[src/rtl/uart_pkg.sv]
// Shared types and helpers for the UART transmit path arbiter.
package uart_pkg;

  typedef enum logic {
    ST_IDLE,
    ST_XFER
  } arb_state_t;

  // Bits needed to index v entries, never less than one.
  function automatic int unsigned clog2_min1(input int unsigned v);
    int unsigned r;
    r = 0;
    for (int unsigned i = 0; i < 32; i++) begin
      if ((32'd1 << i) < v) r = i + 1;
    end
    return (r == 0) ? 1 : r;
  endfunction

endpackage

[src/rtl/uart_tx_arbiter_rr_pick.sv]
// Round-robin picker: first asserted request strictly after ptr, wrapping.
module rr_pick
  import uart_pkg::*;
#(
  parameter int unsigned N  = 4,
  parameter int unsigned PW = clog2_min1(N)
) (
  input  logic [N-1:0]  req,
  input  logic [PW-1:0] ptr,
  output logic [N-1:0]  onehot,
  output logic [PW-1:0] idx,
  output logic          any
);

  // Scan ptr+1 .. ptr+N modulo N and keep the first hit
  always_comb begin
    int unsigned j;
    j      = 0;
    onehot = '0;
    idx    = '0;
    any    = 1'b0;
    for (int unsigned k = 1; k <= N; k++) begin
      j = (32'(ptr) + k) % N;
      if (!any && req[j[PW-1:0]]) begin
        any                 = 1'b1;
        onehot[j[PW-1:0]]   = 1'b1;
        idx                 = j[PW-1:0];
      end
    end
  end

endmodule

[src/rtl/uart_tx_arbiter.sv]
// Packet-locked round-robin arbiter in front of the UART tx FIFO write port.
module uart_tx_arbiter
  import uart_pkg::*;
#(
  parameter int unsigned N_REQ     = 4,
  parameter int unsigned DATA_W    = 8,
  parameter int unsigned MAX_BURST = 16,
  parameter int unsigned TIMEOUT   = 255
) (
  input  logic                      clk,
  input  logic                      reset_n,
  input  logic [N_REQ-1:0]          req_valid,
  input  logic [N_REQ*DATA_W-1:0]   req_data,
  input  logic [N_REQ-1:0]          req_last,
  output logic [N_REQ-1:0]          req_ready,
  input  logic                      fifo_full,
  output logic                      fifo_wr,
  output logic [DATA_W-1:0]         fifo_wr_data,
  output logic [N_REQ-1:0]          grant,
  output logic                      busy,
  output logic                      preempt
);

  localparam int unsigned PW = clog2_min1(N_REQ);

  arb_state_t       state;
  logic [PW-1:0]    ptr;
  logic [PW-1:0]    owner;
  logic [7:0]       burst_cnt;
  logic [7:0]       idle_cnt;
  logic [N_REQ-1:0] pick_oh;
  logic [PW-1:0]    pick_idx;
  logic             pick_any;
  logic             owner_valid;
  logic             owner_last;
  logic             beat;

  rr_pick #(
    .N  (N_REQ),
    .PW (PW)
  ) u_pick (
    .req    (req_valid),
    .ptr    (ptr),
    .onehot (pick_oh),
    .idx    (pick_idx),
    .any    (pick_any)
  );

  // Owner handshake and zero-latency pass-through of the owner's byte to the FIFO
  always_comb begin
    req_ready    = (state == ST_XFER && !fifo_full) ? grant : '0;
    owner_valid  = req_valid[owner];
    owner_last   = req_last[owner];
    beat         = (state == ST_XFER) && owner_valid && !fifo_full;
    fifo_wr      = beat;
    fifo_wr_data = beat ? req_data[owner*DATA_W +: DATA_W] : '0;
  end

  // Arbitration FSM with burst/idle accounting; a last beat ends the grant without preempt
  always_ff @(posedge clk or negedge reset_n) begin
    if (!reset_n) begin
      state     <= ST_IDLE;
      grant     <= '0;
      ptr       <= PW'(N_REQ - 1);
      owner     <= '0;
      burst_cnt <= '0;
      idle_cnt  <= '0;
      busy      <= 1'b0;
      preempt   <= 1'b0;
    end else begin
      preempt <= 1'b0;
      case (state)
        ST_IDLE: begin
          if (pick_any) begin
            state     <= ST_XFER;
            grant     <= pick_oh;
            ptr       <= pick_idx;
            owner     <= pick_idx;
            busy      <= 1'b1;
            burst_cnt <= '0;
            idle_cnt  <= '0;
          end
        end
        ST_XFER: begin
          if (beat) begin
            if (owner_last || burst_cnt == 8'(MAX_BURST - 1)) begin
              state     <= ST_IDLE;
              grant     <= '0;
              busy      <= 1'b0;
              burst_cnt <= '0;
              idle_cnt  <= '0;
              preempt   <= !owner_last;
            end else begin
              burst_cnt <= burst_cnt + 8'd1;
              idle_cnt  <= '0;
            end
          end else if (!owner_valid && !fifo_full) begin
            if (idle_cnt == 8'(TIMEOUT - 1)) begin
              state     <= ST_IDLE;
              grant     <= '0;
              busy      <= 1'b0;
              burst_cnt <= '0;
              idle_cnt  <= '0;
              preempt   <= 1'b1;
            end else begin
              idle_cnt <= idle_cnt + 8'd1;
            end
          end
        end
        default: state <= ST_IDLE;
      endcase
    end
  end

endmodule

[config.mk]
export PLATFORM = sky130hd
export DESIGN_NAME = uart_tx_arbiter
export DESIGN_NICKNAME = d
export VERILOG_FILES = /design/src/rtl/uart_pkg.sv /design/src/rtl/uart_tx_arbiter_rr_pick.sv /design/src/rtl/uart_tx_arbiter.sv
export SDC_FILE = /design/constraint.sdc
export NUM_CORES = 1
export LEC_CHECK = 0
export CORE_UTILIZATION = 44
export DETAILED_ROUTE_END_ITERATION = 12
export PLACE_DENSITY = 0.78
export SKIP_CTS_REPAIR_TIMING = 1
export SYNTH_ARGS = -nofsm -noshare
export SYNTH_HDL_FRONTEND = slang
export SYNTH_SLANG_ARGS = --single-unit
[constraint.sdc]
create_clock -name clk -period 3 [get_ports clk]
set_clock_uncertainty 0.1 [all_clocks]
set_input_delay 0.9 -clock clk [delete_from_list [all_inputs] [get_ports clk]]
set_output_delay 0.9 -clock clk [all_outputs]
set_load 0.1 [all_outputs]
==> flow_summary.toml <==
[run_status]
status = "finished, final reports clean"

[timing]
tns_ns = 0
rsz0062_at_grt = "yes"
worstMarginPinSlew_ns = 0.652
hold_viol = 0
fmax_mhz = 334
post-route-period-util_pct = 99.8
slew_viol_final = 0
setup_viol = 0
relSlewSlack_pct = 56.1
period_minus_slack_ns = 2.99

[drt]
drt_wl_total_um = 5720
antenna_left = 0
wire_per_inst_um = 15.8
drt-pass1-iter-count = 4
drc_errors = 0
vias_per_cell = 5.69
vias = 2059
initialDrtViolationCount = 93

[floorplanning]
core_mm2 = 0.00475
start_util_pct = 45.8
die_h_um = 72.3
rows = 25
io_pins = 62
dieArea_mm2 = 0.00523
die_w_um = 72.3

[worst_setup_path]
reg2reg_from = "ptr[0]"
cp_slowest_stage_delay_ns = 0.27
crit_path_max_fanout = 5
timing.reg2reg.setup_slack_ns = 0.35
crit_slowest_cell = "mux2_4"
end_kind = "output pin"
cp-start-kind = "primary input"
r2r_end = "grant[3]"
arrival_ns = 1.99
critPathRequiredTime_ns = 2.00
critPathKind = "in -> out"
path_cells = "buf_6, mux2_4, a22oi_2, buf_6, buf_12, clkinvlp_4, buf_12"
reg2reg_depth = 6

[synthesis]
avgSynthCellArea_um2 = 9.67
ys_seq_area_share_pct = 31.2
synth_top_area_share_pct = 28.8
synth_cell_types = 48
synth_top_cell_by_area = "dfrtp_1"
synth_cells = 225
synth_edf_count = 0
synth_seq_cells = 27
yosys_most_used_dff = "dfrtp_1"
synth_area_leaders = "dfrtp_1 29%, mux4_2 11%, ha_1 6.3%"
synth_warnings = 0
synthesis.area_mm2 = 0.00218
async_flop_share_pct = 100
synth_nets = 279

[finish]
layout_common_cells = "32 x dlymetal6s2s_1, 25 x dfrtp_1, 21 x buf_4"
final_common_cell = "dlymetal6s2s_1"
finish.utilization_pct = 69.7
final_nets = 350
layoutNonFillerInstCount = 362
drive_gt1_share_pct = 28.8
n_antenna_cell = 0
syn_to_final_growth_pct = 52.3

[grt]
track_usage_pct = 21.7
grt_antenna_before_repair = 0
overflow = 0
grt_pass1_wl_um = 9080
grt_max_degree = 28
grt_pass1_vias = 1912

[run]
maxCapViolCount = 0

[power]
p_leak_uw = 0.00167
power_per_cell_area_mw_per_mm2 = 859
total_power_uw = 2850
peakVddDrop_mv = 0.640

[placement]
post-place-cells = 356
gp_congestion = 0.892
hpwl_um = 4130
portBuffers = 61

[clock_tree]
numCtsBuffers = 3
cts_tree = "done"
clock-sinks = 27
clock_path_buffers = 2
htreeDepth = 1
cts_root_buffer = "clkbuf_8"
clkTransAtPathRegs_ns = 0.09
clock_latency_ns = 0.27

[min_path]
whs_endpoint = "idle_cnt[3]"
worst_hold_path_type = "reg -> reg"
hold_path_depth = 1
hold_start = "idle_cnt[3]"
worst max-delay path: cells and delay by family:
family	cells	cell delay, ns
buffers and inverters	5	0.63
muxes	1	0.27
AOI/OAI and AO/OA	1	0.19
metrics by stage:
stage          instance area, um2  setup slack [ns]  hold slack (ns)
6_report                     3310           0.00573            0.408
5_1_grt                      3310           -0.0147            0.433
4_1_cts                      3160            -0.335            0.408
3_5_place_dp                 3110            -0.332            0.387
3_3_place_gp                 3110            -0.310            0.374
2_1_floorplan                2220            -0.209            0.353
registers in the layout, indices dropped and copies added, names as in the netlist:
signal / cells
busy: 1
preempt: 1
idle_cnt: 8
grant: 4
state: 1
ptr: 2
owner: 2
burst_cnt: 8
kinds of logic after synthesis:
logic type / share of synthesized area, %
flip-flops: 31.2
AO/OA/AOI/OAI: 18.9
buffers and inverters: 4.72
AND/OR/NAND/NOR: 20.5
multiplexers: 16.8
adder cells (fa/ha/maj): 6.33
XOR/XNOR: 1.61
Yosys cell counts, drive strengths merged (8+ instances only):
library cell,count
ha,11
nor2,14
a21oi,8
dfrtp,25
nand2,15
mux4,11
clkbuf,8
o21ai,15
nand4,8
nor2b,12
power breakdown:
| part | switching (uW) | internal, uW | total, uW |
|---|---|---|---|
| Sequential | 117 | 461 | 579 |
| Combinational | 1180 | 880 | 2060 |
| Clock | 114 | 93.2 | 207 |
| Total | 1410 | 1430 | 2850 |
worst max path at each step:
stage,from,end
2_1_floorplan,fifo_full,fifo_wr_data[0]
3_3_place_gp,fifo_full,fifo_wr
3_5_place_dp,fifo_full,fifo_wr
4_1_cts,fifo_full,fifo_wr
5_1_grt,req_valid[1],fifo_wr
6_report,req_valid[1],fifo_wr
cell type report:
cell class	count	area (um2)
clock buffer	3	41.3
clock inverter	1	5.00
fill	348	1440
inverter	7	30.0
multi-input combinational	176	1470
sequential	27	678
tap	67	83.8
timing repair buffer	81	1000
per-layer routing:
layer  wire [um]  up-vias  track usage [%]
li1            -      995                -
met1        2490      992             27.7
met2        2860       65             38.4
met3         316        7             2.92
met4          61        0             6.10
met5           0        -                0
(Power assumes the default switching activity.)
